===== src/rtl/grid_readout_pkg.sv =====
// Shared definitions for the grid readout path.
//   readout_state_t : FSM state type of the readout controller
//   num_chunks      : number of output beats per grid word
//   idx_width       : width of the beat index (at least one bit)
//   split_ok        : true when the grid word divides evenly into chunks
package grid_pkg;

    typedef enum logic {IDLE, SEND} readout_state_t;

    function automatic int num_chunks(int data_size, int chunk_size);
        return data_size / chunk_size;
    endfunction

    function automatic int idx_width(int n);
        return (n <= 1) ? 1 : $clog2(n);
    endfunction

    function automatic bit split_ok(int data_size, int chunk_size);
        return (chunk_size > 0) && (data_size >= chunk_size) &&
               (data_size % chunk_size == 0);
    endfunction

endpackage


===== src/rtl/grid_readout_if.sv =====
// Chunk stream from the grid readout to the host/display side.
//   valid : data/index/last carry a beat
//   ready : sink accepts the current beat
//   data  : chunk payload
//   index : chunk number within the grid word
//   last  : final chunk of the word
interface grid_readout_if #(
    parameter int CHUNK_SIZE = 8,
    parameter int IDX_W      = 3
);
    logic                  valid;
    logic                  ready;
    logic                  last;
    logic [CHUNK_SIZE-1:0] data;
    logic [IDX_W-1:0]      index;

    modport master (output valid, data, index, last, input ready);
    modport slave  (input valid, data, index, last, output ready);
endinterface


===== src/rtl/grid_readout_chunk_select.sv =====
// Combinational chunk picker: returns the index-th CHUNK_SIZE slice of the
// grid word, chunk 0 being the least significant bits.
//   word  : flattened grid word
//   index : chunk number
//   chunk : selected slice
module chunk_select #(
    parameter int DATA_SIZE  = 64,
    parameter int CHUNK_SIZE = 8,
    parameter int IDX_W      = 3
) (
    input  logic [DATA_SIZE-1:0]  word,
    input  logic [IDX_W-1:0]      index,
    output logic [CHUNK_SIZE-1:0] chunk
);

    // A shift keeps the select in range even for the single-chunk build,
    // where the one-bit index could otherwise address past the word.
    assign chunk = CHUNK_SIZE'(word >> (int'(index) * CHUNK_SIZE));

endmodule


===== src/rtl/grid_readout.sv =====
// Grid readout: on start, snapshots the grid word into a shadow register and
// streams it out chunk by chunk over a valid/ready handshake, so the grid
// calculator may keep updating memory during the transfer.
//   clk    : system clock
//   reset  : asynchronous active-low reset
//   mem_in : grid word from system memory
//   start  : single-cycle request to snapshot and stream mem_in
//   busy   : transfer in progress
//   done   : one-cycle pulse after the final beat is accepted
//   stream : chunk stream (master side)
//
//   state | meaning
//   ------+------------------------------------------------------------
//   IDLE  | no transfer; start captures mem_in and enters SEND
//   SEND  | beat `index` presented; advances on each accepted beat
module grid_readout
    import grid_pkg::*;
#(
    parameter int DATA_SIZE  = 64,
    parameter int CHUNK_SIZE = 8
) (
    input  logic                 clk,
    input  logic                 reset,
    input  logic [DATA_SIZE-1:0] mem_in,
    input  logic                 start,
    output logic                 busy,
    output logic                 done,
    grid_readout_if.master       stream
);

    localparam int NUM_CHUNKS = num_chunks(DATA_SIZE, CHUNK_SIZE);
    localparam int IDX_W      = idx_width(NUM_CHUNKS);
    localparam logic [IDX_W-1:0] LAST_IDX = IDX_W'(NUM_CHUNKS - 1);

    if (!split_ok(DATA_SIZE, CHUNK_SIZE)) begin : g_bad_split
        $error("grid_readout: DATA_SIZE must be a multiple of CHUNK_SIZE");
    end

    readout_state_t        state;
    logic [DATA_SIZE-1:0]  shadow;
    logic [IDX_W-1:0]      index;
    logic                  valid_q;
    logic                  last_q;
    logic [CHUNK_SIZE-1:0] chunk;

    always_ff @(posedge clk or negedge reset) begin
        if (!reset) begin
            state   <= IDLE;
            shadow  <= '0;
            index   <= '0;
            valid_q <= 1'b0;
            last_q  <= 1'b0;
            busy    <= 1'b0;
            done    <= 1'b0;
        end else begin
            done <= 1'b0;
            case (state)
                IDLE: begin
                    if (start) begin
                        shadow  <= mem_in;
                        index   <= '0;
                        state   <= SEND;
                        valid_q <= 1'b1;
                        busy    <= 1'b1;
                        last_q  <= (LAST_IDX == '0);
                    end
                end
                SEND: begin
                    if (stream.ready) begin
                        if (last_q) begin
                            state   <= IDLE;
                            index   <= '0;
                            valid_q <= 1'b0;
                            busy    <= 1'b0;
                            last_q  <= 1'b0;
                            done    <= 1'b1;
                        end else begin
                            index  <= index + 1'b1;
                            last_q <= ((index + 1'b1) == LAST_IDX);
                        end
                    end
                end
                default: state <= IDLE;
            endcase
        end
    end

    chunk_select #(
        .DATA_SIZE  (DATA_SIZE),
        .CHUNK_SIZE (CHUNK_SIZE),
        .IDX_W      (IDX_W)
    ) u_chunk_select (
        .word  (shadow),
        .index (index),
        .chunk (chunk)
    );

    // Data is forced to zero outside a beat so the bus is quiet when idle.
    assign stream.valid = valid_q;
    assign stream.data  = valid_q ? chunk : '0;
    assign stream.index = index;
    assign stream.last  = last_q;

endmodule


===== src/flat_wrapper.sv =====
// flat-port wrapper written by rule: the top's interface ports become plain ports
module grid_readout_flat import grid_pkg::*;
#(
    parameter int DATA_SIZE  = 64,
    parameter int CHUNK_SIZE = 8
)
  (clk, reset, mem_in, start, busy, done, stream_valid, stream_data, stream_index, stream_last, stream_ready);
  grid_readout_if #(.CHUNK_SIZE(CHUNK_SIZE), .IDX_W(3)) stream_i ();
  input  logic clk;
  input  logic reset;
  input  logic [DATA_SIZE-1:0] mem_in;
  input  logic start;
  output logic busy;
  output logic done;
  output wire logic [$bits(stream_i.valid)-1:0] stream_valid;
  output wire logic [$bits(stream_i.data)-1:0] stream_data;
  output wire logic [$bits(stream_i.index)-1:0] stream_index;
  output wire logic [$bits(stream_i.last)-1:0] stream_last;
  input wire logic [$bits(stream_i.ready)-1:0] stream_ready;
  assign stream_valid = stream_i.valid;
  assign stream_data = stream_i.data;
  assign stream_index = stream_i.index;
  assign stream_last = stream_i.last;
  assign stream_i.ready = stream_ready;
  grid_readout #(.DATA_SIZE(DATA_SIZE), .CHUNK_SIZE(CHUNK_SIZE)) u_core (.clk(clk), .reset(reset), .mem_in(mem_in), .start(start), .busy(busy), .done(done), .stream(stream_i));
endmodule

===== config.mk =====
export PLATFORM = sky130hd
export DESIGN_NAME = grid_readout_flat
export DESIGN_NICKNAME = d
export VERILOG_FILES = /design/src/rtl/grid_readout_pkg.sv /design/src/rtl/grid_readout_if.sv /design/src/rtl/grid_readout_chunk_select.sv /design/src/rtl/grid_readout.sv /design/src/flat_wrapper.sv
export SDC_FILE = /design/constraint.sdc
export NUM_CORES = 1
export LEC_CHECK = 0
export ABC_CLOCK_PERIOD_IN_PS = 1900
export BUFFER_PORTS_ARGS = -buffer_cell sky130_fd_sc_hd__buf_2
export CAP_MARGIN = 0
export CELL_PAD_IN_SITES_DETAIL_PLACEMENT = 1
export CELL_PAD_IN_SITES_GLOBAL_PLACEMENT = 1
export CORE_AREA = 2 2 100 102
export CTS_CLUSTER_SIZE = 30
export DETAILED_ROUTE_END_ITERATION = 10
export DIE_AREA = 0 0 102 104
export PLACE_DENSITY_LB_ADDON = 0.1
export SLEW_MARGIN = 20
export SYNTH_ARGS = -nofsm -noshare
export SYNTH_HDL_FRONTEND = slang
export SYNTH_SLANG_ARGS = --single-unit
export TNS_END_PERCENT = 1

===== constraint.sdc =====
create_clock -name clk -period 1.9 [get_ports clk]
set_clock_uncertainty 0.1 [all_clocks]
set_input_delay 0.285 -clock clk [delete_from_list [all_inputs] [get_ports clk]]
set_output_delay 0.285 -clock clk [all_outputs]
set_load 0.01 [all_outputs]

==> results.toml <==
[floorplan]
core_area_mm2 = 0.00955
dieWidth_um = 102
dieArea_mm2 = 0.0106
die_y_um = 104
start_util_pct = 34.2
ios = 83
core.rowCount = 36

[timing]
rsz0062_at_grt = "true"
setup_viol_count_final = 8
hold-worst-slack_ns = 0.0283
layout_min_cycle_time_ns = 2.18
finalHoldViolCount = 0
worstMarginPinSlew_ns = 0.460
slew_viol_final = 0
tns_ns = -2.06
relSlewSlack_pct = 69.3
clock.fmax_mhz = 459
post-route-period-util_pct = 115
setup_ws_ns = -0.279

[global_routing]
antenna_found_initial = 0
gr-total-overflow = 0
grt.total_usage_pct = 17.4
grt_pass1_wl_mm = 14.1
grt_start_max_net_pins = 69
first_global_vias = 2782

[clock_network]
clock_path_buffers = 2
htree_levels = 3
cts_tree = "yes"
cts_root_buf = "clkbuf_8"
cts_buffers = 9
clock_latency_ns = 0.33
clkTransAtPathRegs_ns = 0.08
clock-sinks = 71

[place]
dp_cells = 552
dp_hpwl_mm = 6.30
port_buffers = 82
place_congestion = 0.775

[cells_and_area]
finalNetCount = 502
drive_gt1_share_pct = 27.5
area.growth.synth_to_final_pct = 24.1
n_antenna_cell = 0
layout.cells.non_filler = 570

[run]
cap_violations = 0

[logic_synthesis]
synth_commonest_cells = "nand2_1 (194), dfrtp_1 (71), mux2i_1 (16)"
syn_inst = 352
async_flop_share_pct = 100
ys_seq_area_share_pct = 54.4
synth_top_cell_area_share_pct = 54.4
ys_warn_count = 0
synth_ff_type = "dfrtp_1"
ys_types = 26
postSynthAreaPerCell_um2 = 9.28
post-synth-top-count-cell = "nand2_1"
syn_nets = 422
synth_area_mm2 = 0.00327
synth_top_area_cell = "dfrtp_1"
synth_edf_count = 0
ys_top_cells_by_area = "dfrtp_1 (54%), nand2_1 (22%), mux2i_1 (4.9%), mux4_2 (4.8%), o211a_1 (2.5%)"
ys_ff_latch = 71

[detailed_routing]
wl_per_cell_um = 15.1
route.detailed.drc = 0
vias = 2601
via_per_inst = 4.56
first_pass_iters = 4
drtIter0Drc = 101
ant_nets = 0
drt_wl_total_mm = 8.61

[pwr]
pwr-share-seq_pct = 42.3
power_frac_clock_pct = 19.3
p_leak_nw = 2.20
irDropWorstVdd_v = 0.000416
power_density_mw_per_mm2 = 1550
total_power_mw = 6.27
power.share.combinational_pct = 38.4
switching_share_pct = 36.9
power.switching_mw = 2.32
p_int_mw = 3.96

[critical_path]
critPathCaptureType = "output pin"
critPathLaunchType = "flop"
crit_type = "flop to output pin"
critical_path_required_ns = 1.51
cp_max_fo = 5
worstPathArrival_ns = 1.79

[run_status]
status = "finished with violations"
violations = "setup timing"

[worst_hold_path]
min_path_type = "input port to flop"
==> critical path: stages, from the launching register on <==
cell and delay, ns:
dfrtp_1 0.41, buf_6 0.16, mux4_2 0.50, o211a_1 0.25, buf_2 0.15
==> metal layers <==
metal / part of all wire, % / track usage, % / vias up / wire length [um]
met5: 0 / 0 / - / 0
met4: 1.7 / 6.19 / 0 / 144
met3: 4.2 / 3.23 / 13 / 364
met2: 44 / 26.1 / 67 / 3790
met1: 50 / 25.1 / 1233 / 4310
li1: - / - / 1288 / -
==> flip-flops by register name, indices dropped and copies added (netlist names) <==
signal	flops
u_core.shadow	64
u_core.stream.last	1
u_core.done	1
u_core.stream.valid	1
u_core.state	1
u_core.stream.index	3
==> timing repair <==
| action | 4_1_cts | 5_1_grt |
|---|---|---|
| hold endpoints to repair | 32 | 0 |
| cloned | 0 | 0 |
| resized for setup | 3 | 0 |
| hold buffers | 1 | 0 |
| setup endpoints to repair | 8 | 8 |
| buffers inserted | 1 | 0 |
| pin swaps | 1 | 1 |
==> final timing paths <==
kind | startpoint | end | depth (start not counted) | slack (ns)
worst max-delay path | u_core.stream.index[0] | stream_data[1] | 4 | -0.28
worst min-delay path | mem_in[51] | u_core.shadow[51] | 3 | 0.03
worst max register to register | u_core.stream.index[0] | u_core.stream.index[1] | 5 | 0.44
worst min register to register | u_core.shadow[28] | u_core.shadow[28] | 2 | 0.38
max in group asynchronous | reset | u_core.shadow[14] | 3 | 0.79
min in group asynchronous | reset | u_core.done | 2 | 0.33
==> power groups by stage <==
| stage | clock, mW | combinational, mW | sequential (mW) |
|---|---|---|---|
| 3_5_place_dp | 0 | 2.41 | 2.68 |
| 6_report | 1.21 | 2.41 | 2.65 |
| 4_1_cts | 1.25 | 2.46 | 2.66 |
| 3_3_place_gp | 0 | 2.33 | 2.70 |
| 2_1_floorplan | 0 | 1.70 | 2.49 |
| 5_1_grt | 1.31 | 2.72 | 2.74 |
==> cell type report <==
class	count	area (um2)
clock inverter	6	60.1
inverter	1	3.75
timing repair buffer	93	543
fill	1179	5490
sequential	71	1780
clock buffer	10	138
multi-input combinational	256	1370
tap	133	166
==> kinds of logic after synthesis <==
logic type,count (synthesis),synth area share [%]
simple gates,208,24.7
flops,71,54.4
buf+inv,25,3.94
mux,24,10.5
compound gates,21,5.36
fa+ha+maj,2,0.766
xor+xnor,1,0.268
==> through the flow <==
stage | instance area, um2 | utilization [%] | setup slack, ns
2_1_floorplan | 3270 | - | 0.144
3_3_place_gp | 3840 | 40.2 | 0.0963
3_5_place_dp | 3840 | 40.2 | 0.0578
4_1_cts | 4060 | 42.5 | -0.306
5_1_grt | 4060 | 42.5 | -0.349
6_report | 4060 | 42.5 | -0.279
==> placed cells by master, fill, tap and decap left out, types with 3 or more instances in the layout <==
cell type	netlist	layout
nand3_1	3	3
buf_4	4	6
a22oi_1	8	8
dfrtp_1	71	71
buf_12	0	3
clkinv_2	0	3
nor2_1	4	4
nand2_1	194	194
buf_2	10	81
mux2i_1	16	16
o211a_1	8	8
clkbuf_8	0	10
mux4_2	7	8
No activity file was read; power rests on OpenSTA's default activity.
